$ cat src/rtl/calc_keypad_pkg.sv
// Shared types and helpers for the calculator keypad front end.
package calc_keypad_pkg;

  localparam int NUM_ROWS = 4;
  localparam int NUM_COLS = 4;
  localparam int KEY_W    = 4;

  typedef enum logic [1:0] {IDLE, CONFIRM, PRESSED, RELEASE} state_e;
  typedef enum logic [1:0] {NONE, SINGLE, MULTI} frame_e;

  // Number of low (pressed) rows in one column sample.
  function automatic logic [2:0] count_low(input logic [NUM_ROWS-1:0] rows);
    logic [2:0] n;
    n = 3'd0;
    for (int r = 0; r < NUM_ROWS; r++) begin
      if (!rows[r]) n = n + 3'd1;
    end
    return n;
  endfunction

  // Running low-bit count saturating at 2; that is all MULTI detection needs.
  function automatic logic [1:0] sat_add2(input logic [1:0] a, input logic [2:0] b);
    logic [3:0] s;
    s = {2'b00, a} + {1'b0, b};
    return (s >= 4'd2) ? 2'd2 : s[1:0];
  endfunction

endpackage

$ cat src/rtl/sync_2ff.sv
// Two-flop synchronizer for asynchronous inputs; 2-cycle latency, per-bit reset value.
module sync_2ff #(
  parameter int               WIDTH   = 4,
  parameter logic [WIDTH-1:0] RST_VAL = '0
) (
  input  logic             clk,
  input  logic             rst,
  input  logic [WIDTH-1:0] d_i,
  output logic [WIDTH-1:0] q_o
);

  logic [WIDTH-1:0] meta_q;

  always_ff @(posedge clk or posedge rst) begin
    if (rst) begin
      meta_q <= RST_VAL;
      q_o    <= RST_VAL;
    end else begin
      meta_q <= d_i;
      q_o    <= meta_q;
    end
  end

endmodule

$ cat src/rtl/keypad_scanner.sv
// 4x4 keypad column scanner with frame-based debounce; one-cycle key_en per accepted press.
// Outputs change on the edge that closes a 4*SCAN_DIV-cycle frame; no backpressure.
module keypad_scanner
  import calc_keypad_pkg::*;
#(
  parameter int SCAN_DIV = 16,
  parameter int DEBOUNCE = 3
) (
  input  logic             clk,
  input  logic             rst,
  input  logic [NUM_ROWS-1:0] row_in,
  output logic [NUM_COLS-1:0] col_out,
  output logic [KEY_W-1:0]    key_code,
  output logic             key_en,
  output logic             key_held
);

  localparam int DIV_W = $clog2(SCAN_DIV);
  localparam int CNT_W = ($clog2(DEBOUNCE + 1) < 2) ? 2 : $clog2(DEBOUNCE + 1);
  localparam logic [DIV_W-1:0] DIV_LAST = DIV_W'(SCAN_DIV - 1);
  localparam logic [CNT_W-1:0] CNT_ONE  = CNT_W'(1);
  localparam logic [CNT_W-1:0] CNT_DEB  = CNT_W'(DEBOUNCE);

  logic [NUM_ROWS-1:0] rows_s;
  logic [DIV_W-1:0]    div_q, div_d;
  logic [1:0]          col_q, col_d;
  logic [1:0]          accn_q, accn_d;
  logic [KEY_W-1:0]    accc_q, accc_d;
  state_e              state_q, state_d;
  logic [CNT_W-1:0]    cnt_q, cnt_d;
  logic [KEY_W-1:0]    cand_q, cand_d;
  logic [KEY_W-1:0]    code_q, code_d;
  logic                en_q, en_d;

  logic                sample, close;
  logic [2:0]          col_n;
  logic [1:0]          row_sel;
  logic [1:0]          frame_n;
  logic [KEY_W-1:0]    frame_code;
  frame_e              fclass;
  logic [CNT_W-1:0]    cnt_inc;

  sync_2ff #(.WIDTH(NUM_ROWS), .RST_VAL({NUM_ROWS{1'b1}})) u_sync (
    .clk (clk),
    .rst (rst),
    .d_i (row_in),
    .q_o (rows_s)
  );

  assign sample = (div_q == DIV_LAST);
  assign close  = sample && (col_q == 2'd3);

  // Fold the current column into the frame so the column-3 sample classifies on the same edge.
  always_comb begin
    col_n   = count_low(rows_s);
    row_sel = 2'd0;
    for (int r = 0; r < NUM_ROWS; r++) begin
      if (!rows_s[r]) row_sel = 2'(r);
    end
    frame_n    = sat_add2(accn_q, col_n);
    frame_code = (col_n != 3'd0) ? {row_sel, col_q} : accc_q;
    case (frame_n)
      2'd0:    fclass = NONE;
      2'd1:    fclass = SINGLE;
      default: fclass = MULTI;
    endcase
  end

  always_comb begin
    div_d  = sample ? '0 : div_q + DIV_W'(1);
    col_d  = sample ? col_q + 2'd1 : col_q;
    accn_d = accn_q;
    accc_d = accc_q;
    if (sample) begin
      accn_d = close ? 2'd0 : frame_n;
      accc_d = close ? '0 : frame_code;
    end
  end

  always_comb begin
    state_d = state_q;
    cnt_d   = cnt_q;
    cand_d  = cand_q;
    code_d  = code_q;
    en_d    = 1'b0;
    cnt_inc = cnt_q + CNT_ONE;
    if (close) begin
      case (state_q)
        IDLE: if (fclass == SINGLE) begin
          cand_d = frame_code;
          cnt_d  = CNT_ONE;
          if (DEBOUNCE == 1) begin
            state_d = PRESSED;
            code_d  = frame_code;
            en_d    = 1'b1;
          end else begin
            state_d = CONFIRM;
          end
        end
        CONFIRM: begin
          if (fclass != SINGLE) begin
            state_d = IDLE;
          end else if (frame_code == cand_q) begin
            cnt_d = cnt_inc;
            if (cnt_inc == CNT_DEB) begin
              state_d = PRESSED;
              code_d  = cand_q;
              en_d    = 1'b1;
            end
          end else begin
            cand_d = frame_code;
            cnt_d  = CNT_ONE;
          end
        end
        PRESSED: if (fclass == NONE) begin
          cnt_d   = CNT_ONE;
          state_d = (DEBOUNCE == 1) ? IDLE : RELEASE;
        end
        RELEASE: begin
          if (fclass != NONE) begin
            state_d = PRESSED;
          end else begin
            cnt_d = cnt_inc;
            if (cnt_inc == CNT_DEB) state_d = IDLE;
          end
        end
        default: state_d = IDLE;
      endcase
    end
  end

  always_ff @(posedge clk or posedge rst) begin
    if (rst) begin
      div_q   <= '0;
      col_q   <= 2'd0;
      accn_q  <= 2'd0;
      accc_q  <= '0;
      state_q <= IDLE;
      cnt_q   <= '0;
      cand_q  <= '0;
      code_q  <= '0;
      en_q    <= 1'b0;
    end else begin
      div_q   <= div_d;
      col_q   <= col_d;
      accn_q  <= accn_d;
      accc_q  <= accc_d;
      state_q <= state_d;
      cnt_q   <= cnt_d;
      cand_q  <= cand_d;
      code_q  <= code_d;
      en_q    <= en_d;
    end
  end

  assign col_out  = ~(4'b0001 << col_q);
  assign key_code = code_q;
  assign key_en   = en_q;
  assign key_held = (state_q == PRESSED) || (state_q == RELEASE);

endmodule
$ cat config.mk
export PLATFORM = sky130hd
export DESIGN_NAME = keypad_scanner
export DESIGN_NICKNAME = d
export VERILOG_FILES = /design/src/rtl/calc_keypad_pkg.sv /design/src/rtl/sync_2ff.sv /design/src/rtl/keypad_scanner.sv
export SDC_FILE = /design/constraint.sdc
export NUM_CORES = 1
export LEC_CHECK = 0
export BUFFER_PORTS_ARGS = -buffer_cell sky130_fd_sc_hd__buf_2
export CORE_MARGIN = 3
export CORE_UTILIZATION = 53
export DETAILED_ROUTE_END_ITERATION = 7
export PLACE_DENSITY = 0.75
export SLEW_MARGIN = 20
export SYNTH_ARGS = -nofsm -noshare
export SYNTH_HDL_FRONTEND = slang
export SYNTH_SLANG_ARGS = --single-unit
$ cat constraint.sdc
create_clock -name clk -period 3.7 [get_ports clk]
set_input_delay 0.555 -clock clk [delete_from_list [all_inputs] [get_ports clk]]
set_output_delay 0.555 -clock clk [all_outputs]
set_load 0.02 [all_outputs]
==> PnR_summary.wiki, run 1 <==
{| class="wikitable"
! Metric !! Value
|-
| Internal power || between 0.0006 and 0.0007 W
|-
| Type of the setup path with the least slack || reg2reg
|-
| Pin slew with the least headroom to its limit || 0.703 ns
|-
| Share of the clock period used by the worst path || 97.4%
|-
| Initial drt markers || 83
|-
| Count of different cell masters after synthesis || 47
|-
| Die Footprint || 0.00433 sq mm
|-
| Seq/Total Area, Yosys || 44.1%
|-
| Count of state elements after synthesis || 33
|-
| Most common cell after layout, fill and taps aside || sky130_fd_sc_hd__dfrtp_1
|-
| Status || completed
|-
| Clock slew at the register clock pins of the worst setup and hold paths || 0.10 ns
|-
| Worst slack at placement || -0.0778 ns
|-
| Nature of the critical path startpoint || flop
|-
| Area after DPL || 0.00206 sq mm
|-
| Number of violations of the max-capacitance limit || 0
|-
| Mean post-synth cell area || 11.2 sq um
|-
| Grt total ovfl || 0
|-
| Global-route usage over all layers || approximately a fifth
|-
| Clock tree from TritonCTS || yes
|-
| Crit-path leading delay family || adder cells
|-
| Syn nets || 188
|-
| Starting utilization of the core area || 56.0%
|-
| Via count normalized by instance count || about 5.6
|-
| Placed wire-length estimate after detailed placement || 2.83 mm
|-
| Wire length of the first global-routing pass || 6.32 mm
|-
| Total number of vias || about 1400
|-
| H-tree depth || 2
|-
| Worst R2R Setup Slack || 0.1 ns
|-
| Synthesis Warnings || 0
|-
| Non-filler instance count after layout || about 240
|-
| Data arrival time of the worst path || 3.83 ns
|-
| RD Place Congestion || 0.855
|-
| Die span in y || 65.8 um
|-
| Worst reg2reg path endpoint || key_code[3]
|-
| Number of buffers created by CTS || 5
|-
| Critical-path top delay cell || sky130_fd_sc_hd__dfstp_2
|-
| Chain of cells forming the critical path || inv_1 > ha_4 > xnor2_2 > ha_1 > mux2_4 > fa_1 > a2111oi_4 > mux2i_2 > nor3_4 > o2111ai_4 > mux2_4
|-
| Total Nets Final || 215
|-
| Sw frac || 31.2%
|-
| Post-Route WL || 3.88 mm
|-
| Post-Layout Inst Area || 0.00221 sq mm
|-
| Horiz. Die Dim || 65.8 um
|-
| Final Hold Violating Endpoints || 0
|-
| Clock Skews || 0.00474 ns
|-
| Final Critical Period || 3.60 ns
|-
| Maximum fanout along the worst path || 5
|-
| Average detailed-routed wire length per instance || 15.9 um
|-
| Setup_tns || 0 ns
|-
| Worst max-slew margin expressed relative to the limit || 53.1%
|-
| Min-delay src || row_in[2]
|-
| Leakage dissipation || roughly 1.1 nW
|-
| Floorplan core area || approximately 0.0034 sq mm
|-
| Layout Area Growth over Synthesis || 16.4%
|-
| Instance count of the mapped netlist || 170
|-
| Hold EP || u_sync.meta_q[2]
|-
| Highest cell delay on the worst timing path || 0.55 ns
|-
| Final Max Slew Viols || 0
|-
| Placed insts || roughly 230
|-
| Fmax || ~280 MHz
|-
| Clock root buffer || sky130_fd_sc_hd__clkbuf_4
|-
| Final count of negative-setup-slack endpoints || 0
|-
| Reg-to-Reg Start || u_sync.q_o[0]
|-
| Number of buffer cells added on primary ports || 15
|-
| Proportion of power drawn by combinational gates || 28.1%
|-
| Power Density || 401 mW/mm^2
|-
| Required time worst endpoint || approximately 4 ns
|-
| Initial antenna violation count || 0
|-
| Critical path's most frequent cell || sky130_fd_sc_hd__mux2_4
|-
| Largest voltage drop on the vdd net || 0.000236 V
|-
| Share of power burned in the clock network || 26.6%
|-
| Cell Area, Synth || between 0.0015 and 0.002 sq mm
|-
| Worst Path Buf+Inv || 1
|-
| NetSw || roughly 0.00028 W
|-
| Final routed DRC violation total || 0
|-
| Number of cells on the worst reg-to-reg path || 11
|-
| Insertion delay of the later-clocked pin in the worst-skew pair || 0.34 ns
|-
| Vias in the first global route || 1344
|-
| Antenna-violating nets left || 0
|-
| Fraction of final layout cells sized beyond drive strength 1 || 32.3%
|-
| 1st-pass router iterations || 4
|-
| Pin count of the biggest net entering global routing || 20
|-
| Std cell rows || 21
|-
| Antenna fix cells || 0
|-
| Overall power || a little under 0.0009 W
|-
| Number of sinks handled by clock tree synthesis || 33
|-
| Worst hold path class || in2reg
|-
| Num ports || 16
|-
| Critical path endpoint category || flop
|-
| Hold Path Cell Cnt || 1
|-
| Slack of the critical path || 0.0971 ns
|-
| Maximum buffer depth of the clock tree || 2
|-
| Register share of total power || 45.3%
|-
| Commonest cells after routing, fill and taps aside || sky130_fd_sc_hd__dfrtp_1 (25), sky130_fd_sc_hd__inv_1 (16), sky130_fd_sc_hd__buf_2 (15)
|}
-- metrics by stage --
stage,util (%),hold WS (ns)
2_1_floorplan,-,0.345
3_3_place_gp,60.8,0.347
3_5_place_dp,60.8,0.347
4_1_cts,63.2,0.295
5_1_grt,65.1,0.265
6_report,65.1,0.302
-- how the worst max path moves through the flow --
stage                        endpoint  cells after the start  slack, ns           from
after floorplan           key_code[0]                     11       0.03  u_sync.q_o[0]
after global placement    key_code[1]                     11       0.05  u_sync.q_o[0]
after detailed placement  key_code[1]                     11      -0.08  u_sync.q_o[0]
after CTS                 key_code[3]                     11       0.03  u_sync.q_o[0]
after global routing      key_code[1]                     11     -0.003  u_sync.q_o[0]
final                     key_code[3]                     11        0.1  u_sync.q_o[0]
-- Yosys cell counts, drive strengths merged --
library cell,n,area [sq um]
a2111oi,1,8.76
a21boi,2,15.0
a21oi,5,25.0
a22o,1,8.76
a2bb2oi,1,8.76
a31oi,1,6.26
a32o,1,10.0
a41oi,1,16.3
and3,4,26.3
and4b,1,10.0
and4bb,1,12.5
buf,1,5.00
clkbuf,4,18.8
dfrtp,25,626
dfstp,8,210
fa,1,20.0
ha,11,138
inv,16,60.1
mux2,10,128
mux2i,3,30.0
nand2,13,48.8
nand3,9,45.0
nand3b,1,7.51
nand4,1,6.26
nor2,7,33.8
nor2b,1,8.76
nor3,2,15.0
nor4,2,33.8
nor4bb,1,16.3
o2111ai,1,26.3
o21ai,11,55.1
o31ai,2,15.0
o32a,1,10.0
o41ai,3,45.1
or3,4,26.3
xnor2,8,77.6
xor2,5,43.8
-- timing repair --
| item | 4_1_cts | 5_1_grt |
|---|---|---|
| buffers inserted | 1 | 2 |
| pin swaps | 1 | 6 |
| setup endpoints to repair | 5 | 8 |
| gates resized for setup | 1 | 8 |
| hold buffers | 0 | 0 |
-- routing by layer --
layer / global-route usage (%) / vias to the layer above / wire, um
met4: 8.29 / 0 / 69
met5: 0 / - / 0
met2: 30.8 / 30 / 1960
met3: 5.27 / 7 / 162
met1: 25.5 / 680 / 1690
li1: - / 655 / -
-- cell families after synthesis --
family	after synthesis	synth area share (%)
and+or+nand+nor	47	15.3
DFF	33	44.1
muxes	13	8.31
xor gates and xnor gates	13	6.40
AOI/OAI and AO/OA	31	13.2
adders and majority gates	12	8.31
buffers and inverters	21	4.42
-- power groups by stage --
| stage | registers (W) | clock network, W | logic (W) |
|---|---|---|---|
| global route | 0.000405 | 0.000262 | 0.000269 |
| detailed placement | 0.000408 | 0 | 0.000189 |
| finish | 0.000402 | 0.000235 | 0.000249 |
| global placement | 0.000407 | 0 | 0.000180 |
| floorplan | 0.000401 | 0 | 0.000141 |
| CTS | 0.000401 | 0.000239 | 0.000198 |
-- registers in the layout, indices dropped and copies added, names as in the netlist, 2 cells and up --
name           count
accc_q             4
cand_q             4
div_q              4
key_code           4
u_sync.meta_q      4
u_sync.q_o         4
accn_q             2
cnt_q              2
col_q              2
state_q            2
-- final cells by class --
class	count	area [sq um]
Clock inverter	1	5.00
Clock buffer	7	65.1
Multi-Input combinational cell	116	1030
Timing Repair Buffer	25	150
Fill cell	260	1180
Sequential cell	33	836
Tap cell	46	57.6
Inverter	16	60.1
(Power assumes the default switching activity.)
==> run 2, diff against run 1 <==
Settings changed: CORE_UTILIZATION 53 to 58, GPL_ROUTABILITY_DRIVEN from default to 0, PLACE_DENSITY 0.75 to 0.78.
Clock period 3.7 ns to 4.3 ns, I/O delays scaled along.
==> run 2 against run 1 <==
  * Critical path depth unchanged
  * Largest cell class unchanged
  * Global-route usage down 0.13 points
  * Final area down 5.8%
==> PnR_summary.wiki, run 2 (same netlist as run 1, synthesis figures left out) <==
{| class="wikitable"
! Metric !! Value
|-
| Insertion delay of the later-clocked pin in the worst-skew pair || approximately 0.33 ns
|-
| 1st-pass router iterations || 4
|-
| Worst Path Buf+Inv || 1
|-
| Clock Skews || 0.0105 ns
|-
| Area after DPL || 0.00201 sq mm
|-
| Final Hold Violating Endpoints || 0
|-
| Clock root buffer || sky130_fd_sc_hd__clkbuf_4
|-
| Number of buffer cells added on primary ports || 15
|-
| Leakage dissipation || 0.987 nW
|-
| Clock slew at the register clock pins of the worst setup and hold paths || around 0.090 ns
|-
| Number of sinks handled by clock tree synthesis || 33
|-
| Average detailed-routed wire length per instance || 14.3 um
|-
| Critical-path top delay cell || sky130_fd_sc_hd__dfstp_2
|-
| Post-Route WL || 3.34 mm
|-
| Grt total ovfl || 0
|-
| Required time worst endpoint || around 4.5 ns
|-
| Most common cell after layout, fill and taps aside || sky130_fd_sc_hd__dfrtp_1
|-
| Final Core Density || 67.5%
|-
| Initial antenna violation count || 0
|-
| Final Max Slew Viols || 0
|-
| Die Footprint || 0.00399 sq mm
|-
| Floorplan core area || 0.00308 sq mm
|-
| Worst hold path class || reg2reg
|-
| Num ports || 16
|-
| Vias in the first global route || 1334
|-
| Highest cell delay on the worst timing path || 0.54 ns
|-
| Number of buffers created by CTS || 5
|-
| Worst slack at placement || about 0.22 ns
|-
| Commonest cells after routing, fill and taps aside || sky130_fd_sc_hd__dfrtp_1 (25), sky130_fd_sc_hd__inv_1 (16), sky130_fd_sc_hd__buf_2 (15)
|-
| Layout Area Growth over Synthesis || 9.56%
|-
| Final routed DRC violation total || 0
|-
| Starting utilization of the core area || 61.6%
|-
| Initial drt markers || 83
|-
| Post-Layout Inst Area || 0.00208 sq mm
|-
| Pin count of the biggest net entering global routing || 34
|-
| Fraction of final layout cells sized beyond drive strength 1 || a little over a quarter
|-
| Share of the clock period used by the worst path || 92.8%
|-
| Status || completed
|-
| Worst max-slew margin expressed relative to the limit || between 60% and 70%
|-
| Slack of the critical path || 0.309 ns
|-
| Maximum fanout along the worst path || 6
|-
| Nature of the critical path startpoint || flop
|-
| Fmax || 251 MHz
|-
| H-tree depth || 2
|-
| Maximum buffer depth of the clock tree || 2
|-
| Worst hold slack after final layout || 0.360 ns
|-
| Non-filler instance count after layout || approximately 230
|-
| Die span in y || 63.2 um
|-
| Horiz. Die Dim || 63.2 um
|-
| Global-route usage over all layers || approximately a fifth
|-
| Pin slew with the least headroom to its limit || 0.463 ns
|-
| Antenna fix cells || 0
|-
| Number of violations of the max-capacitance limit || 0
|-
| Total Nets Final || 207
|-
| Clock tree from TritonCTS || yes
|-
| Final count of negative-setup-slack endpoints || 0
|-
| Placed insts || 225
|-
| Final Critical Period || 3.99 ns
|-
| Via count normalized by instance count || 5.56
|-
| Wire length of the first global-routing pass || 6.11 mm
|-
| Power Density || between 300 and 400 mW/mm^2
|-
| Largest voltage drop on the vdd net || 0.000299 V
|-
| Type of the setup path with the least slack || reg2reg
|-
| Chain of cells forming the critical path || inv_1 > ha_1 > xnor2_1 > ha_1 > mux2_2 > fa_1 > a2111oi_1 > mux2i_1 > nor3_2 > o2111ai_4 > mux2_4
|-
| Crit-path leading delay family || adder cells
|-
| Data arrival time of the worst path || 4.20 ns
|-
| Critical path's most frequent cell || sky130_fd_sc_hd__ha_1
|-
| Placed wire-length estimate after detailed placement || 2.51 mm
|-
| Antenna-violating nets left || 0
|-
| Critical path endpoint category || flop
|-
| Total number of vias || 1301
|-
| Std cell rows || 20
|}
-- run 2: area by class of cell --
cell class                 count  area (sq um)
fill                         229          1000
inverter                      16          60.1
multi-input combinational    116           978
clock buffer                   8          58.8
sequential                    33           836
tap                           44          55.1
timing repair buffer          17          90.1
-- run 2: report_power, final --
group          internal [W]  total (W)  switching, W
Sequential         0.000330   0.000345     0.0000157
Combinational     0.0000606   0.000146     0.0000857
Clock             0.0000806   0.000176     0.0000950
Total              0.000471   0.000667      0.000196
-- run 2: metrics by stage --
| step | total power (W) | TNS, ns |
|---|---|---|
| after floorplan | 0.000464 | 0 |
| after global placement | 0.000487 | 0 |
| after detailed placement | 0.000495 | 0 |
| after CTS | 0.000672 | 0 |
| after global routing | 0.000713 | -0.00355 |
| final | 0.000667 | 0 |
-- run 2: what timing repair did --
action | CTS | global route
buffers inserted | 0 | 1
setup endpoints to repair | 0 | 7
resized for setup | 0 | 1
hold buffers | 0 | 0
-- run 2: final timing paths --
check | slack [ns] | to | from | depth (start not counted)
max in group asynchronous | 3.58 | u_sync.meta_q[2] | rst | 3
worst max register to register | 0.31 | key_code[3] | u_sync.q_o[0] | 11
worst min register to register | 0.36 | u_sync.q_o[2] | u_sync.meta_q[2] | 0
worst max-delay path | 0.31 | key_code[3] | u_sync.q_o[0] | 11
min in group asynchronous | 0.39 | state_q[0] | rst | 3
worst min-delay path | 0.36 | u_sync.q_o[2] | u_sync.meta_q[2] | 0
-- run 2: routing by layer --
metal / track usage (%) / vias up / wire length [um]
li1: - / 637 / -
met1: 26.9 / 630 / 1540
met2: 30.7 / 29 / 1610
met3: 4.63 / 5 / 157
met4: 5.93 / 0 / 43
met5: 0 / - / 0
==> run 3, diff against run 2 <==
Settings changed: ABC_AREA from default to 1, CORE_UTILIZATION 58 to 55, PLACE_DENSITY 0.78 to 0.74.
==> run 3 against run 2 <==
  * Hold slack got worse by 0.042 ns
  * Highest routed layer unchanged
  * Final area grew 1.7%
  * Synthesized cell count increased by 34%
  * First-iteration DRC count fell by 2.4%
  * Global-route usage down 0.44 points
  * Wire length down 0.36%
  * Register-to-register slack gained 0.49 ns
==> PnR_summary.wiki, run 3 <==
{| class="wikitable"
! Metric !! Value
|-
| Antenna-violating nets left || 0
|-
| Slack of the critical path || 0.798 ns
|-
| Type of the setup path with the least slack || reg2reg
|-
| Critical-path top delay cell || sky130_fd_sc_hd__dfstp_2
|-
| Placed wire-length estimate after detailed placement || 2.62 mm
|-
| Final Hold Violating Endpoints || 0
|-
| Pin slew with the least headroom to its limit || 0.499 ns
|-
| Instance count of the mapped netlist || 228
|-
| Antenna fix cells || 0
|-
| Hold-fix buffers at CTS || 0
|-
| Number of flops mapped to enable cells by yosys || 0
|-
| Vias in the first global route || about 1400
|-
| Number of buffers created by CTS || 5
|-
| Global-route usage over all layers || 19.1%
|-
| Pin count of the biggest net entering global routing || 22
|-
| Critical path endpoint category || flop
|-
| Num ports || 16
|-
| Highest cell delay on the worst timing path || 0.54 ns
|-
| Most common cell after layout, fill and taps aside || sky130_fd_sc_hd__nand2_1
|-
| Clock Skews || about 0.011 ns
|-
| Clock root buffer || sky130_fd_sc_hd__clkbuf_4
|-
| Chain of cells forming the critical path || inv_1 > ha_1 > inv_1 > nand2_1 > nand2_1 > ha_1 > or2_1 > nand2_2 > inv_1 > fa_1 > inv_1 > nand4_1 > inv_1 > nand3_1 > nor2_2 > nand3_4 > nand2_1 > nand2_1
|-
| Final Critical Period || 3.50 ns
|-
| Cells resized by post-CTS repair || 0
|-
| Cell taking the most area after synthesis || sky130_fd_sc_hd__dfrtp_1
|-
| Final routed DRC violation total || 0
|-
| Required time worst endpoint || 4.52 ns
|-
| Most instantiated library cell after synthesis || sky130_fd_sc_hd__nand2_1
|-
| 1st-pass router iterations || 4
|-
| Final Core Density || 66.5%
|-
| Setup_tns || 0 ns
|-
| Commonest cells after routing, fill and taps aside || sky130_fd_sc_hd__nand2_1 (53), sky130_fd_sc_hd__inv_1 (37), sky130_fd_sc_hd__dfrtp_1 (25)
|-
| Layout Area Growth over Synthesis || 11.0%
|-
| Fraction of final layout cells sized beyond drive strength 1 || 23.3%
|-
| Starting utilization of the core area || 59.9%
|-
| Total number of vias || around 1500
|-
| Worst max-slew margin expressed relative to the limit || 66.7%
|-
| Number of sinks handled by clock tree synthesis || 33
|-
| Final Max Slew Viols || 0
|-
| Final count of negative-setup-slack endpoints || 0
|-
| Maximum buffer depth of the clock tree || 2
|-
| Nature of the critical path startpoint || flop
|-
| Grt total ovfl || 0
|-
| Overall power || 0.000721 W
|-
| Total Nets Final || 266
|-
| Count of different cell masters after synthesis || 27
|-
| Horiz. Die Dim || 64.8 um
|-
| Std cell rows || 20
|-
| Synthesis Warnings || 0
|-
| Cell Area, Synth || 0.00190 sq mm
|-
| Post-Route WL || 3.33 mm
|-
| Average detailed-routed wire length per instance || approximately 11 um
|-
| Primary flip-flop cell chosen by synthesis mapping || sky130_fd_sc_hd__dfrtp_1
|-
| Leakage dissipation || 1.08 nW
|-
| Die Footprint || about 0.0042 sq mm
|-
| Worst hold slack after final layout || 0.318 ns
|-
| Largest voltage drop on the vdd net || 0.000227 V
|-
| Via count normalized by instance count || 5.06
|-
| Clock tree from TritonCTS || yes
|-
| Syn nets || 246
|-
| Clock slew at the register clock pins of the worst setup and hold paths || 0.10 ns
|-
| Wire length of the first global-routing pass || around 6.1 mm
|-
| Critical path's most frequent cell || sky130_fd_sc_hd__inv_1
|-
| Maximum fanout along the worst path || 8
|-
| Share of the clock period used by the worst path || 81.4%
|-
| Power Density || roughly 340 mW/mm^2
|-
| # Post-CTS Setup Buffers || 0
|-
| Data arrival time of the worst path || 3.73 ns
|-
| Number of buffer cells added on primary ports || 15
|-
| Fmax || 286 MHz
|-
| Insertion delay of the later-clocked pin in the worst-skew pair || between 0.3 and 0.4 ns
|-
| Worst hold path class || in2async
|-
| Count of state elements after synthesis || 33
|-
| Floorplan core area || 0.00318 sq mm
|-
| Seq/Total Area, Yosys || between 40% and 50%
|-
| Status || completed
|-
| H-tree depth || 2
|-
| Unrepaired setup endpoints after global routing || false
|-
| Synth area leaders || sky130_fd_sc_hd__dfrtp_1 (33%), sky130_fd_sc_hd__dfstp_2 (11%), sky130_fd_sc_hd__nand2_1 (10%), sky130_fd_sc_hd__inv_1 (7.3%), sky130_fd_sc_hd__ha_1 (7.2%)
|-
| Share of the synthesized area in the top cell type || 32.9%
|-
| Top post-synthesis cells by count || sky130_fd_sc_hd__nand2_1 (53), sky130_fd_sc_hd__inv_1 (37), sky130_fd_sc_hd__dfrtp_1 (25), sky130_fd_sc_hd__nand3_1 (18), sky130_fd_sc_hd__nand4_1 (14)
|-
| Worst slack at placement || 0.803 ns
|-
| Initial antenna violation count || 0
|-
| Initial drt markers || a little over 80
|-
| Number of violations of the max-capacitance limit || 0
|-
| Async set-or-reset flop fraction in the synthesized netlist || 100%
|-
| Mean post-synth cell area || 8.35 sq um
|-
| Die span in y || 64.8 um
|}
run 3: cell count changes in the layout (fill, tap and decap cells not counted), moves of 4 or more:
cell,previous run,this run
sky130_fd_sc_hd__nand2_1,13,53
sky130_fd_sc_hd__inv_1,16,37
sky130_fd_sc_hd__nand4_1,1,14
sky130_fd_sc_hd__nand2_2,0,10
sky130_fd_sc_hd__nand3_1,9,18
sky130_fd_sc_hd__xnor2_1,7,0
sky130_fd_sc_hd__mux2_4,4,0
sky130_fd_sc_hd__o22ai_1,0,4
run 3: layout make-up:
cell class | count | area, sq um
Clock buffer | 7 | 55.1
Tap cell | 44 | 55.1
Timing Repair Buffer | 16 | 82.6
Fill cell | 283 | 1060
Clock inverter | 1 | 30.0
Multi-Input combinational cell | 153 | 910
Sequential cell | 33 | 836
Inverter | 39 | 146
run 3: logic make-up after synthesis:
group	count (synthesis)	share of synthesized area, %
flip-flops	33	43.9
buffers and inverters	42	8.34
XOR/XNOR	2	0.920
AND/OR/NAND/NOR	119	32.9
AO/OA/AOI/OAI	20	5.72
adder cells (fa/ha/maj)	12	8.28
run 3: report_power, final:
group	switching [W]	internal, W	leakage, nW
Sequential	0.0000113	0.000330	0.403
Combinational	0.0000919	0.0000497	0.633
Clock	0.0000995	0.000139	0.0455
run 3: layer usage:
metal / global-route usage (%) / vias up / routed length, um
li1: - / 773 / -
met1: 24.8 / 681 / 1580
met2: 30.3 / 25 / 1550
met3: 4.68 / 5 / 142
met4: 7.92 / 0 / 57
met5: 0 / - / 0
run 3: through the flow:
step	area [sq um]	cells
finish	2110	293
global route	2110	293
CTS	2110	293
detailed placement	2030	285
global placement	2030	285
floorplan	1900	228
run 3: worst max-delay path: cells and delay by family (launching register included):
family        cells  cell delay (ns)
simple gates     10             1.34
fa+ha+maj         3             1.08
flops             1             0.54
buf+inv           5             0.44
run 3: path summary, 6_finish.rpt:
check | from | to | slack [ns] | depth (start not counted)
max reg2reg | u_sync.q_o[1] | key_code[1] | 0.80 | 18
max | u_sync.q_o[1] | key_code[1] | 0.80 | 18
min | rst | div_q[1] | 0.32 | 2
min in group clk | u_sync.meta_q[1] | u_sync.q_o[1] | 0.36 | 0
max in group asynchronous | rst | u_sync.q_o[2] | 3.27 | 3
min reg2reg | u_sync.meta_q[1] | u_sync.q_o[1] | 0.36 | 0
